$ cat config.mk
export PLATFORM = sky130hd
export DESIGN_NAME = stft_frame_sequencer
export DESIGN_NICKNAME = d
export VERILOG_FILES = /design/src/rtl/stft_pkg.sv /design/src/rtl/frame_ring_ram.sv /design/src/rtl/stft_frame_sequencer.sv
export SDC_FILE = /design/constraint.sdc
export NUM_CORES = 1
export LEC_CHECK = 0
export BUFFER_PORTS_ARGS = -buffer_cell sky130_fd_sc_hd__clkbuf_2
export CORE_ASPECT_RATIO = 1.25
export CORE_UTILIZATION = 30
export CTS_CLUSTER_DIAMETER = 60
export DETAILED_ROUTE_END_ITERATION = 16
export MAX_ROUTING_LAYER = met4
export SETUP_SLACK_MARGIN = 0.2
export SLEW_MARGIN = 20
export SYNTH_ARGS = -nofsm -noshare
export SYNTH_HDL_FRONTEND = slang
export SYNTH_HIERARCHICAL = 1
export SYNTH_SLANG_ARGS = --single-unit
$ cat constraint.sdc
create_clock -name clk -period 2.71 [get_ports clk]
set_clock_uncertainty 0.05 [all_clocks]
set_input_delay 0.271 -clock clk [delete_from_list [all_inputs] [get_ports clk]]
set_output_delay 0.271 -clock clk [all_outputs]
set_load 0.01 [all_outputs]
$ cat src/rtl/stft_pkg.sv
// rtl/stft_pkg.sv - shared FSM state type and default sizing for the STFT frame sequencer
package stft_pkg;

  typedef enum logic {ST_FILL, ST_STREAM} state_t;

  localparam int DEF_WORD_WIDTH    = 16;
  localparam int DEF_ADDRESS_WIDTH = 6;
  localparam int DEF_FRAME_LEN     = 32;
  localparam int DEF_HOP           = 16;

endpackage

$ cat src/rtl/frame_ring_ram.sv
// rtl/frame_ring_ram.sv - simple dual-port sample ring: synchronous write, combinational read
module frame_ring_ram #(
  parameter int WORD_WIDTH    = 16,
  parameter int ADDRESS_WIDTH = 6
) (
  input  logic                     clk,
  input  logic                     wr_en,
  input  logic [ADDRESS_WIDTH-1:0] wr_addr,
  input  logic [WORD_WIDTH-1:0]    wr_data,
  input  logic [ADDRESS_WIDTH-1:0] rd_addr,
  output logic [WORD_WIDTH-1:0]    rd_data
);

  logic [WORD_WIDTH-1:0] mem [0:(1<<ADDRESS_WIDTH)-1];

  always_ff @(posedge clk) begin
    if (wr_en) mem[wr_addr] <= wr_data;
  end

  assign rd_data = mem[rd_addr];

endmodule

$ cat src/rtl/stft_frame_sequencer.sv
// rtl/stft_frame_sequencer.sv - overlapping-frame replay of a sample ring; optional sticky overrun via STFT_SEQ_OVERRUN_EN
module stft_frame_sequencer
  import stft_pkg::*;
#(
  parameter int WORD_WIDTH    = DEF_WORD_WIDTH,
  parameter int ADDRESS_WIDTH = DEF_ADDRESS_WIDTH,
  parameter int FRAME_LEN     = DEF_FRAME_LEN,
  parameter int HOP           = DEF_HOP
) (
  input  logic                     clk,
  input  logic                     rst_n,
  input  logic                     s_valid,
  input  logic [WORD_WIDTH-1:0]    s_data,
  output logic                     m_valid,
  input  logic                     m_ready,
  output logic [WORD_WIDTH-1:0]    m_data,
  output logic [ADDRESS_WIDTH-1:0] m_index,
  output logic                     m_last,
  output logic                     overrun,
  input  logic                     clr_overrun
);

  localparam int CNT_W = $clog2(FRAME_LEN);
  localparam int AV_W  = ADDRESS_WIDTH + 1;
  localparam logic [AV_W-1:0]          DEPTH_V  = AV_W'(1 << ADDRESS_WIDTH);
  localparam logic [AV_W-1:0]          FRAME_V  = AV_W'(FRAME_LEN);
  localparam logic [AV_W-1:0]          HOP_V    = AV_W'(HOP);
  localparam logic [ADDRESS_WIDTH-1:0] HOP_A    = ADDRESS_WIDTH'(HOP);
  localparam logic [CNT_W-1:0]         LAST_CNT = CNT_W'(FRAME_LEN - 1);

  state_t                   state, state_nx;
  logic [ADDRESS_WIDTH-1:0] wr_ptr, frame_start, rd_addr;
  logic [AV_W-1:0]          avail, avail_nx;
  logic [CNT_W-1:0]         rd_cnt, rd_cnt_nx;
  logic                     valid_q, last_q, last_nx;
  logic                     wr_en, handshake, frame_done;
  logic [WORD_WIDTH-1:0]    rd_data;

  // A full ring drops the sample even if a frame retires in the same cycle.
  assign wr_en      = s_valid && (avail != DEPTH_V);
  assign handshake  = valid_q && m_ready;
  assign frame_done = handshake && (rd_cnt == LAST_CNT);
  assign rd_addr    = frame_start + ADDRESS_WIDTH'(rd_cnt);

  always_comb begin
    avail_nx  = avail + AV_W'(wr_en) - (frame_done ? HOP_V : '0);
    rd_cnt_nx = rd_cnt;
    if (handshake) rd_cnt_nx = frame_done ? '0 : rd_cnt + CNT_W'(1);
    state_nx = state;
    case (state)
      ST_FILL:   if (avail_nx >= FRAME_V) state_nx = ST_STREAM;
      ST_STREAM: if (frame_done && (avail_nx < FRAME_V)) state_nx = ST_FILL;
      default:   state_nx = ST_FILL;
    endcase
    last_nx = (state_nx == ST_STREAM) && (rd_cnt_nx == LAST_CNT);
  end

  always_ff @(posedge clk) begin
    if (!rst_n) begin
      state       <= ST_FILL;
      wr_ptr      <= '0;
      frame_start <= '0;
      avail       <= '0;
      rd_cnt      <= '0;
      valid_q     <= 1'b0;
      last_q      <= 1'b0;
    end else begin
      state   <= state_nx;
      avail   <= avail_nx;
      rd_cnt  <= rd_cnt_nx;
      valid_q <= (state_nx == ST_STREAM);
      last_q  <= last_nx;
      if (wr_en) wr_ptr <= wr_ptr + ADDRESS_WIDTH'(1);
      if (frame_done) frame_start <= frame_start + HOP_A;
    end
  end

  frame_ring_ram #(
    .WORD_WIDTH   (WORD_WIDTH),
    .ADDRESS_WIDTH(ADDRESS_WIDTH)
  ) u_ring (
    .clk    (clk),
    .wr_en  (wr_en),
    .wr_addr(wr_ptr),
    .wr_data(s_data),
    .rd_addr(rd_addr),
    .rd_data(rd_data)
  );

  assign m_valid = valid_q;
  assign m_last  = last_q;
  assign m_index = ADDRESS_WIDTH'(rd_cnt);
  assign m_data  = valid_q ? rd_data : '0;

`ifdef STFT_SEQ_OVERRUN_EN
  logic overrun_q;

  always_ff @(posedge clk) begin
    if (!rst_n) overrun_q <= 1'b0;
    else if (s_valid && !wr_en) overrun_q <= 1'b1;
    else if (clr_overrun) overrun_q <= 1'b0;
  end

  assign overrun = overrun_q;
`else
  logic unused_clr;
  assign unused_clr = clr_overrun;
  assign overrun    = 1'b0;
`endif

endmodule

# Yosys cells after proc, flatten, opt, wreduce, memory -nomap -nowiden
# Memory sizes are Yosys's and may differ from the RTL's.
# Cells that the tools add are included.
[totals] reg_bits=26 mem_bits_rw=1024 inputBits=21 out_inout_bits=25 word_cells=33 mem_count=1
[op_classes] n_addsub=6 order_cmp=2 n_eq_ne=3 mux=9 n_bitwise=1 reduce_logical=5
[mem_list] memory="u_ring.mem" depth=64 width=16 read_ports=1 rd_ports_with_merged_regs=0 wr=1 line="frame_ring_ram.sv:14" rtl="logic [WORD_WIDTH-1:0] mem [0:(1<<ADDRESS_WIDTH)-1];"
[op_table] operator="$mux 16" n=1
[op_table] operator="$mux 5" n=3
[op_table] operator="$eq 5x5->1 const B" n=2
[op_table] operator="$add 7x1->7" n=1
[op_table] operator="$ge 7x6->1 const B" n=1
[op_table] operator="$lt 7x6->1 const B" n=1
[op_table] operator="$ne 7x7->1 const B" n=1
[op_table] operator="$sub 7x5->7" n=1
[op_table] operator="$add 6x1->6 const B" n=1
[op_table] operator="$add 6x5->6" n=1
[op_table] operator="$add 6x5->6 const B" n=1
[op_table] operator="$add 5x1->5 const B" n=1
[op_table] operator="$logic_and 1x1->1" n=5
[op_table] operator="$mux 1" n=4
[op_table] operator="$pmux 1 s2" n=1
[op_table] operator="$not 1->1" n=1

# Logic depth before layout (Yosys ltp)
# Gate-level depths: netlist of run 1.
[logic_depth] ltp_word=9 depth_mapped=13 depth_no_buf=13

# By module
# Netlist of run 1, hierarchy kept.
[modules_own_cells] mod="frame_ring_ram" instances=1 cells_per_inst=1813 area_each_um2=39721.8 seq_area_each_um2=30749.5
[modules_own_cells] mod="stft_frame_sequencer" instances=1 cells_per_inst=148 area_each_um2=1356.3 seq_area_each_um2=440.4

# Least setup slack after synthesis of run 1
# OpenSTA, ideal clock, no wires.
[synth_timing] path_kind="reg2reg" start="register avail[2]" end="memory u_ring.mem[48][0], enable pin" setup_time_ns=0.409 t_arrival_ns=2.420 required_time_ns=2.251 setup_slack_ns=-0.169 stages_incl_launch_ff=9 n_path_buf=0 synth_period_minus_slack_ns=2.879 path_cell_list="dfxtp_1 -> inv_1 -> ha_1 -> nand2b_1 -> o41ai_4 -> inv_2 -> nor2b_1 -> nand4b_1 -> nor3_1"
[synth_between] elab_chain_cells=4
[synth_lines] item="start, declared" line="stft_frame_sequencer.sv:33" rtl="logic [AV_W-1:0] avail, avail_nx;"
[synth_lines] item="start signal, assigned" line="stft_frame_sequencer.sv:69" rtl="avail <= avail_nx;"
[synth_lines] item="$ne 7x7->1" line="stft_frame_sequencer.sv:40" rtl="assign wr_en = s_valid && (avail != DEPTH_V);"
[synth_lines] item="$logic_and 1x1->1" line="stft_frame_sequencer.sv:40"
[synth_lines] item="via wr_en" line="stft_frame_sequencer.sv:36" rtl="logic wr_en, handshake, frame_done;"
[synth_lines] item="$mux 1" line="frame_ring_ram.sv:17" rtl="if (wr_en) mem[wr_addr] <= wr_data;"
[synth_lines] item="$mux 1 (implied by the code)" line="frame_ring_ram.sv:17"
[synth_lines] item="end, declared" line="frame_ring_ram.sv:14"
# The timed path passes the listed nets, and every way through them passes these cells.

# Worst setup path in the final report of run 1
[layout_timing] start="register rd_cnt[0]" end="output m_data[0]"
[layout_between] elab_chain_cells=3
[layout_lines] item="start, declared" line="stft_frame_sequencer.sv:34" rtl="logic [CNT_W-1:0] rd_cnt, rd_cnt_nx;"
[layout_lines] item="start signal, assigned" line="stft_frame_sequencer.sv:70" rtl="rd_cnt <= rd_cnt_nx;"
[layout_lines] item="$add 6x5->6" line="stft_frame_sequencer.sv:43" rtl="assign rd_addr = frame_start + ADDRESS_WIDTH'(rd_cnt);"
[layout_lines] item="$mem_v2 64x16"
[layout_lines] item="via rd_data[0]" line="stft_frame_sequencer.sv:37" rtl="logic [WORD_WIDTH-1:0] rd_data;"
[layout_lines] item="$mux 16" line="stft_frame_sequencer.sv:93" rtl="assign m_data = valid_q ? rd_data : '0;"
[layout_lines] item="end, declared" line="stft_frame_sequencer.sv:16" rtl="output logic [WORD_WIDTH-1:0] m_data,"
# The timed path passes the listed nets, and every way through them passes these cells.

==> summary.md, run 1 <==
| Metric | Value |
|---|---|
| Net Switching | `8.57 mW` |
| Min cycle time layout | `3.52 ns` |
| Final setup margin | `-0.806 ns` |
| Reg-to-reg startpoint | `rd_cnt[0]$_SDFF_PN0_` |
| Final Cycle Share | `130%` |
| Via density per instance | `4.95` |
| Starting DRT DRC Count | `1721` |
| Clock latency on the worst-skew pair | `0.69 ns` |
| Die W | `333 um` |
| Largest net degree at the start of global routing | `65` |
| Hold path cells | `1` |
| Root Buffer | `clkbuf_16` |
| R2R depth | `12` |
| Switch share | `23.2%` |
| Die Y | `416 um` |
| Htree depth | `3` |
| Hold EP | `u_ring/mem[26][8]$_DFFE_PP_` |
| Multi-input combinational cell area | `0.00970 mm^2` |
| VDD IR max | `0.438 mV` |
| Crit path cell chain | `buf_12 > buf_16 > buf_12 > mux4_2 > a211o_4 > a31oi_2 > buf_4 > a311oi_2 > and2_4 > buf_2` |
| TritonCTS Sinks | `1046` |
| CTS clk-pin slew, worst paths | `0.06 ns` |
| Slew Viols, Final | `0` |
| Share of layout cells above drive strength 1 | `36.4%` |
| Gr usage total | `15.0%` |
| Reg power frac | `48.8%` |
| CP Max Fanout | `6` |
| Vias | `20500` |
| Number of fill cells | `12300` |
| CP endpoint kind | `primary output` |
| Final HPWL from detailed placement | `65.9 mm` |
| EDFF count, synth | `1024` |
| Max_cap viols | `0` |
| Peak Freq | `284 MHz` |
| Layout Nets | `2328` |
| P_int | `28.3 mW` |
| Sequential Area | `0.0312 mm^2` |
| DRC viols | `0` |
| Final setup viols | `16` |
| Slew @ Worst Pin | `1.01 ns` |
| First-pass GRT wire length | `148 mm` |
| Initial antenna violation count | `6` |
| Buf/Inv on CP | `5` |
| Synth Area per Inst | `20.9 um^2` |
| Placement Cell Area | `0.0456 mm^2` |
| Clk buf depth | `3` |
| Post-synthesis cell count | `1961` |
| Top FF cell, synth | `edfxtp_1` |
| Rows | `151` |
| Top Family by Delay on Critical Path | `buffers and inverters` |
| Post-DRT Antenna Nets | `0` |
| Final Power | `36.9 mW` |
| Outcome | `finished with violations` |
| Worst path arrival time | `3.19 ns` |
| Post-synthesis sequential area ratio | `75.9%` |
| Clock network power share | `36.6%` |
| Failing checks | `setup timing` |
| Starting Density | `30.3%` |
| Total core area | `0.136 mm^2` |
| DR WL/cell | `24.5 um` |
| Post-route setup TNS | `-12.17 ns` |
| Synth unique cells | `63` |
| Slew HR | `32.7%` |
| Vias in the first global route | `21400` |
| Reg-to-Reg End | `m_last$_SDFF_PN0_` |
| Register bit total from synthesis | `1046` |
| Cell area after layout | `0.0501 mm^2` |
| Drt first pass iters | `7` |
| CP dominant cell by count | `buf_12` |
| Worst slack, placed | `-0.491 ns` |
| Placer Congestion | `0.860` |
| Post-Syn Area | `0.0411 mm^2` |
| Critical path's slowest cell | `mux4_2` |
| Num CTS Buffers | `95` |
| CP startpoint kind | `register` |
| WL final | `101 mm` |
| CTS tree | `built` |
| Full die area | `0.138 mm^2` |
| Asr flop ratio synth | `0%` |
| Critical Path RT | `2.39 ns` |
| Power Dens Cells | `735 mW/mm^2` |
| Part of the power in combinational logic | `14.6%` |
| Min-delay src | `s_data[8]` |
| Unrepaired setup endpoints after global routing | `true` |
| Global route overflow | `0` |
| WS Path Type | `reg -> out` |
| I/O Buffers | `42` |
| Reg2reg setup slack | `0.06 ns` |
| Leakage | `15.6 nW` |
| Ys Warns | `6` |
| Num ports | `46` |
| Hold crit path type | `in -> reg` |
| Worst path max stage delay | `0.51 ns` |
| Fin. Hold Viols | `0` |
| Area Overhead vs Synth | `22.0%` |
| Layout Utilization | `36.9%` |
through the flow:
stage / std cells / hold slack, ns
finish: 4137 / 0.0656
global route: 4135 / 0.0528
CTS: 4123 / 0.0461
detailed placement: 3916 / 0.551
global placement: 3915 / 0.539
floorplan: 1962 / 0.320
logic make-up (layout without fill, tap and decap cells):
group,count (synthesis),in the layout,share of synthesized area (%)
XOR/XNOR,14,14,0.299
flip-flops,1046,1046,75.9
multiplexers,336,336,15.1
AND/OR/NAND/NOR,279,279,3.44
other,1,7,0.00913
AO/OA/AOI/OAI,151,151,2.78
adder cells (fa/ha/maj),14,14,0.426
buffers and inverters,120,531,1.99
flip-flops by register name (all words and copies together) (netlist names):
name	cells
u_ring/mem	1024
avail	7
wr_ptr	6
rd_cnt	5
frame_start	2
m_last	1
m_valid	1
layout by cell type (no fill, tap or decap), drive strengths merged, types with 21 or more instances in the layout:
cell type	count
edfxtp	1024
clkinv	48
a22oi	39
buf	311
mux4	224
nor2b	33
clkbuf	146
dfxtp	22
and2	31
a21oi	21
nand2	70
nand3	28
mux2i	85
mux2	27
nor2	76
Yosys cell counts, drive strengths merged, types with 5 or more instances:
| master | instances | area, um^2 |
|---|---|---|
| clkbuf | 31 | 123 |
| nand4 | 13 | 81.3 |
| a221oi | 16 | 140 |
| mux4 | 224 | 5060 |
| mux2i | 85 | 851 |
| a21boi | 6 | 48.8 |
| nand2 | 70 | 273 |
| a22oi | 39 | 293 |
| a31oi | 10 | 62.6 |
| a21oi | 21 | 105 |
| a41oi | 5 | 43.8 |
| mux2 | 27 | 304 |
| edfxtp | 1024 | 30700 |
| dfxtp | 22 | 440 |
| a211oi | 9 | 72.6 |
| a211o | 8 | 70.1 |
| nor2 | 76 | 290 |
| ha | 14 | 175 |
| o21ai | 11 | 55.1 |
| a22o | 6 | 52.6 |
| and2 | 31 | 203 |
| buf | 83 | 671 |
| inv | 6 | 22.5 |
| nand2b | 5 | 31.3 |
| and4 | 5 | 43.8 |
| xor2 | 5 | 43.8 |
| nor2b | 33 | 206 |
| xnor2 | 9 | 78.8 |
| a311oi | 8 | 70.1 |
| nand3 | 28 | 140 |
| a221o | 6 | 60.1 |
worst reg2reg max path: stages, from the launching register on:
cell and delay [ns]:
dfxtp_4 0.38, buf_4 0.16, ha_4 0.16, and3_1 0.16, ha_2 0.17, nand2_1 0.09
ha_1 0.19, ha_1 0.31, a21oi_1 0.15, nand2_1 0.06, a31oi_1 0.18, xnor2_1 0.13
o311a_1 0.36
how the worst max path moves through the flow:
stage | endpoint | slack (ns) | from | cells past startpoint
global route | m_data[15] | -0.93 | rd_cnt[0]$_SDFF_PN0_ | 11
finish | m_data[0] | -0.81 | rd_cnt[0]$_SDFF_PN0_ | 10
floorplan | u_ring/mem[62][0]$_DFFE_PP_ | 0.15 | avail[2]$_SDFF_PN0_ | 8
CTS | m_data[13] | -0.86 | rd_cnt[0]$_SDFF_PN0_ | 12
detailed placement | m_data[5] | -0.49 | rd_cnt[0]$_SDFF_PN0_ | 8
global placement | m_data[5] | -0.47 | rd_cnt[0]$_SDFF_PN0_ | 8
area by class of cell:
| type | count | share of cell area, % |
|---|---|---|
| Sequential cell | 1046 | 62.3 |
| Tap cell | 1759 | 4.39 |
| Inverter | 6 | 0.0449 |
| Clock buffer | 112 | 5.02 |
| Timing Repair Buffer | 348 | 7.70 |
| Multi-Input combinational cell | 796 | 19.4 |
| Antenna cell | 5 | 0.0250 |
| Clock inverter | 65 | 1.20 |
what timing repair did:
action / CTS / global route
resized for setup: 123 / 77
pin swaps: 41 / 20
buffers inserted: 20 / 7
hold buffers: 3 / 0
endpoints found under the setup margin: 152 / 424
endpoints found under the hold margin: 5 / 0
gates cloned: 7 / 2
metal layers:
layer / global-route usage [%] / wire length [um] / vias to the layer above
met5: - / 0 / -
li1: - / - / 8811
met4: 5.56 / 2970 / 0
met3: 2.77 / 5180 / 137
met1: 17.7 / 40400 / 11000
met2: 25.6 / 52800 / 584
power groups by stage:
stage / clock network, mW / registers [mW] / logic [mW]
6_report: 13.5 / 18.0 / 5.37
5_1_grt: 14.4 / 18.0 / 5.68
4_1_cts: 13.8 / 18.0 / 5.25
3_5_place_dp: 0 / 18.4 / 4.52
3_3_place_gp: 0 / 18.3 / 4.44
2_1_floorplan: 0 / 18.3 / 2.80
No activity file was read; power rests on OpenSTA's default activity.
==> run 2, diff against run 1 <==
- CORE_ASPECT_RATIO: 1.25 -> 0.7
- clock period: 2.71 -> 3.5 ns (I/O delays scaled with it)
==> summary.md, run 2 (synthesis results as in run 1) <==
| Metric | Value |
|---|---|
| Min cycle time layout | `3.75 ns` |
| Failing checks | `setup timing` |
| Most frequent cells in the layout | `edfxtp_1, mux4_2, buf_4, clkbuf_16, nor2_1` |
| Post-Layout Cell Count | `4096 (-0.99%)` |
| Final HPWL from detailed placement | `65.2 mm (-1.1%)` |
| Starting DRT DRC Count | `2475 (+44%)` |
| Hold crit path type | `in -> reg` |
| CP Max Fanout | `8 (+2)` |
| CTS tree | `built` |
| Final Cycle Share | `107%` |
| Outcome | `finished with violations` |
| Share of layout cells above drive strength 1 | `33.4% (-2.9 points)` |
| Setup crit start | `rd_cnt[0]$_SDFF_PN0_` |
| Slew HR | `23.9% (-8.8 points)` |
| Clock latency on the worst-skew pair | `0.70 ns (about the same)` |
| CP startpoint kind | `register` |
| Gr usage total | `15.5% (+0.51 points)` |
| DR WL/cell | `25.8 um (+5.2%)` |
| Layout Nets | `2270 (-2.5%)` |
| Worst path arrival time | `3.35 ns (+0.16 ns)` |
| Placer Congestion | `0.863 (+0.40%)` |
| Placed Cells | `3869 (-1.2%)` |
| Area Overhead vs Synth | `19.1%` |
| Num ports | `46 (unchanged)` |
| Leakage | `15.1 nW (-3.4%)` |
| WL final | `106 mm (+4.2%)` |
| Die Y | `312 um (-25%)` |
| Num CTS Buffers | `94 (-1.1%)` |
| Hold slack | `0.0837 ns (+0.0182 ns)` |
| Die W | `444 um (+33%)` |
| Vias in the first global route | `20800 (-3.0%)` |
| Total core area | `0.136 mm^2 (about the same)` |
| Reg-to-reg startpoint | `rd_cnt[0]$_SDFF_PN0_` |
| Drt first pass iters | `5 (-2)` |
| WS Path Type | `reg -> out` |
| R2R depth | `13 (+1)` |
| Biggest regs | `u_ring/mem: 1024 flops, avail: 7 flops, wr_ptr: 6 flops` |
| Fin. Hold Viols | `0 (unchanged)` |
| DRC viols | `0 (unchanged)` |
| Post-route setup TNS | `-2.95 ns (+9.23 ns)` |
| Root Buffer | `clkbuf_16` |
| Htree depth | `3 (unchanged)` |
| Largest register FFs | `1024 (unchanged)` |
| Largest net degree at the start of global routing | `60 (-7.7%)` |
| VDD IR max | `0.390 mV (-11%)` |
| Full die area | `0.138 mm^2 (about the same)` |
| CP endpoint kind | `primary output` |
| Reg-to-Reg End | `m_last$_SDFF_PN0_` |
| Vias | `21100 (+2.9%)` |
| Initial antenna violation count | `3 (-3)` |
| Final setup margin | `-0.250 ns (+0.556 ns)` |
| Top reg by flops | `u_ring/mem` |
| Final setup viols | `16 (unchanged)` |
| Slew @ Worst Pin | `1.14 ns (+0.132 ns)` |
| Via density per instance | `5.14 (+3.9%)` |
| First-pass GRT wire length | `151 mm (+1.9%)` |
| Slew Viols, Final | `0 (unchanged)` |
| Most common cell after layout, fill and taps aside | `edfxtp_1` |
| Number of fill cells | `12400 (+0.81%)` |
| Cell area after layout | `0.0489 mm^2 (-2.4%)` |
| Power Dens Cells | `575 mW/mm^2 (-22%)` |
| TritonCTS Sinks | `1046 (unchanged)` |
| Placement Cell Area | `0.0444 mm^2 (-2.6%)` |
| Starting Density | `30.3% (about the same)` |
| Max_cap viols | `0 (unchanged)` |
| CTS clk-pin slew, worst paths | `0.06 ns (about the same)` |
| Unrepaired setup endpoints after global routing | `true` |
| Reg2reg setup slack | `0.34 ns (+0.28 ns)` |
| Post-DRT Antenna Nets | `0 (unchanged)` |
| Global route overflow | `0 (unchanged)` |
| Peak Freq | `267 MHz` |
| Clk buf depth | `3 (unchanged)` |
| I/O Buffers | `42 (unchanged)` |
| Rows | `113 (-25%)` |
| Crit path capture | `m_data[0]` |
| Critical Path RT | `3.10 ns (+0.71 ns)` |
-- run 2: final cells by class --
class / count / area, um^2 / share of cell area, %
sequential: 1046 / 31200 / 63.8
multi-input combinational: 796 / 9660 / 19.8
timing repair buffer: 291 / 2860 / 5.84
clock buffer: 117 / 2480 / 5.07
tap: 1782 / 2230 / 4.56
clock inverter: 56 / 455 / 0.931
inverter: 6 / 22.5 / 0.0460
antenna: 2 / 5.00 / 0.0102
-- run 2: per-layer routing --
metal  routed length [um]  up-vias  GRT usage [%]  share of wire [%]
li1                     -     8684              -                  -
met1                47000    11300           22.9                 45
met2                46100     1023           21.8                 44
met3                10800      113           3.70                 10
met4                 1620        0           3.08                1.5
met5                    0        -              -                  0
-- run 2: power breakdown --
part / internal, mW / switching (mW)
clock: 5.44 / 4.60
sequential: 13.9 / 0.0782
combinational: 2.02 / 2.15
total: 21.3 / 6.82
-- run 2: worst min-delay path by stage --
stage / from / to / cells after the start
after floorplan: s_data[0] / u_ring/mem[0][0]$_DFFE_PP_ / 0
after global placement: rd_cnt[4]$_SDFF_PN0_ / rd_cnt[4]$_SDFF_PN0_ / 2
after detailed placement: rd_cnt[4]$_SDFF_PN0_ / rd_cnt[4]$_SDFF_PN0_ / 2
after CTS: rst_n / m_valid$_SDFF_PN0_ / 2
after global routing: rst_n / m_valid$_SDFF_PN0_ / 2
final: rst_n / m_valid$_SDFF_PN0_ / 2
-- run 2: through the flow --
step	total power, mW	util [%]	setup WS, ns
3_3_place_gp	17.6	32.7	-0.0692
2_1_floorplan	16.4	-	0.621
3_5_place_dp	17.6	32.7	-0.0836
5_1_grt	29.0	36.0	-0.375
4_1_cts	28.2	35.8	-0.325
6_report	28.1	36.0	-0.250
-- run 2: what timing repair did --
action / CTS / global route
endpoints found under the setup margin: 16 / 18
hold endpoints to repair: 7 / 0
pin swaps: 31 / 22
gates resized for setup: 139 / 50
cloned: 9 / 2
hold buffers: 2 / 0
setup buffers: 33 / 6
-- run 2: critical path: stages (launching register included) --
cell and delay (ns):
dfxtp_4 0.40, buf_12 0.19, buf_12 0.13, buf_16 0.12, buf_8 0.11, mux4_2 0.52, mux2i_4 0.21, nand3_2 0.13
a31oi_4 0.18, buf_6 0.15, a311oi_2 0.04, buf_4 0.18, and2_4 0.15, clkbuf_2 0.12
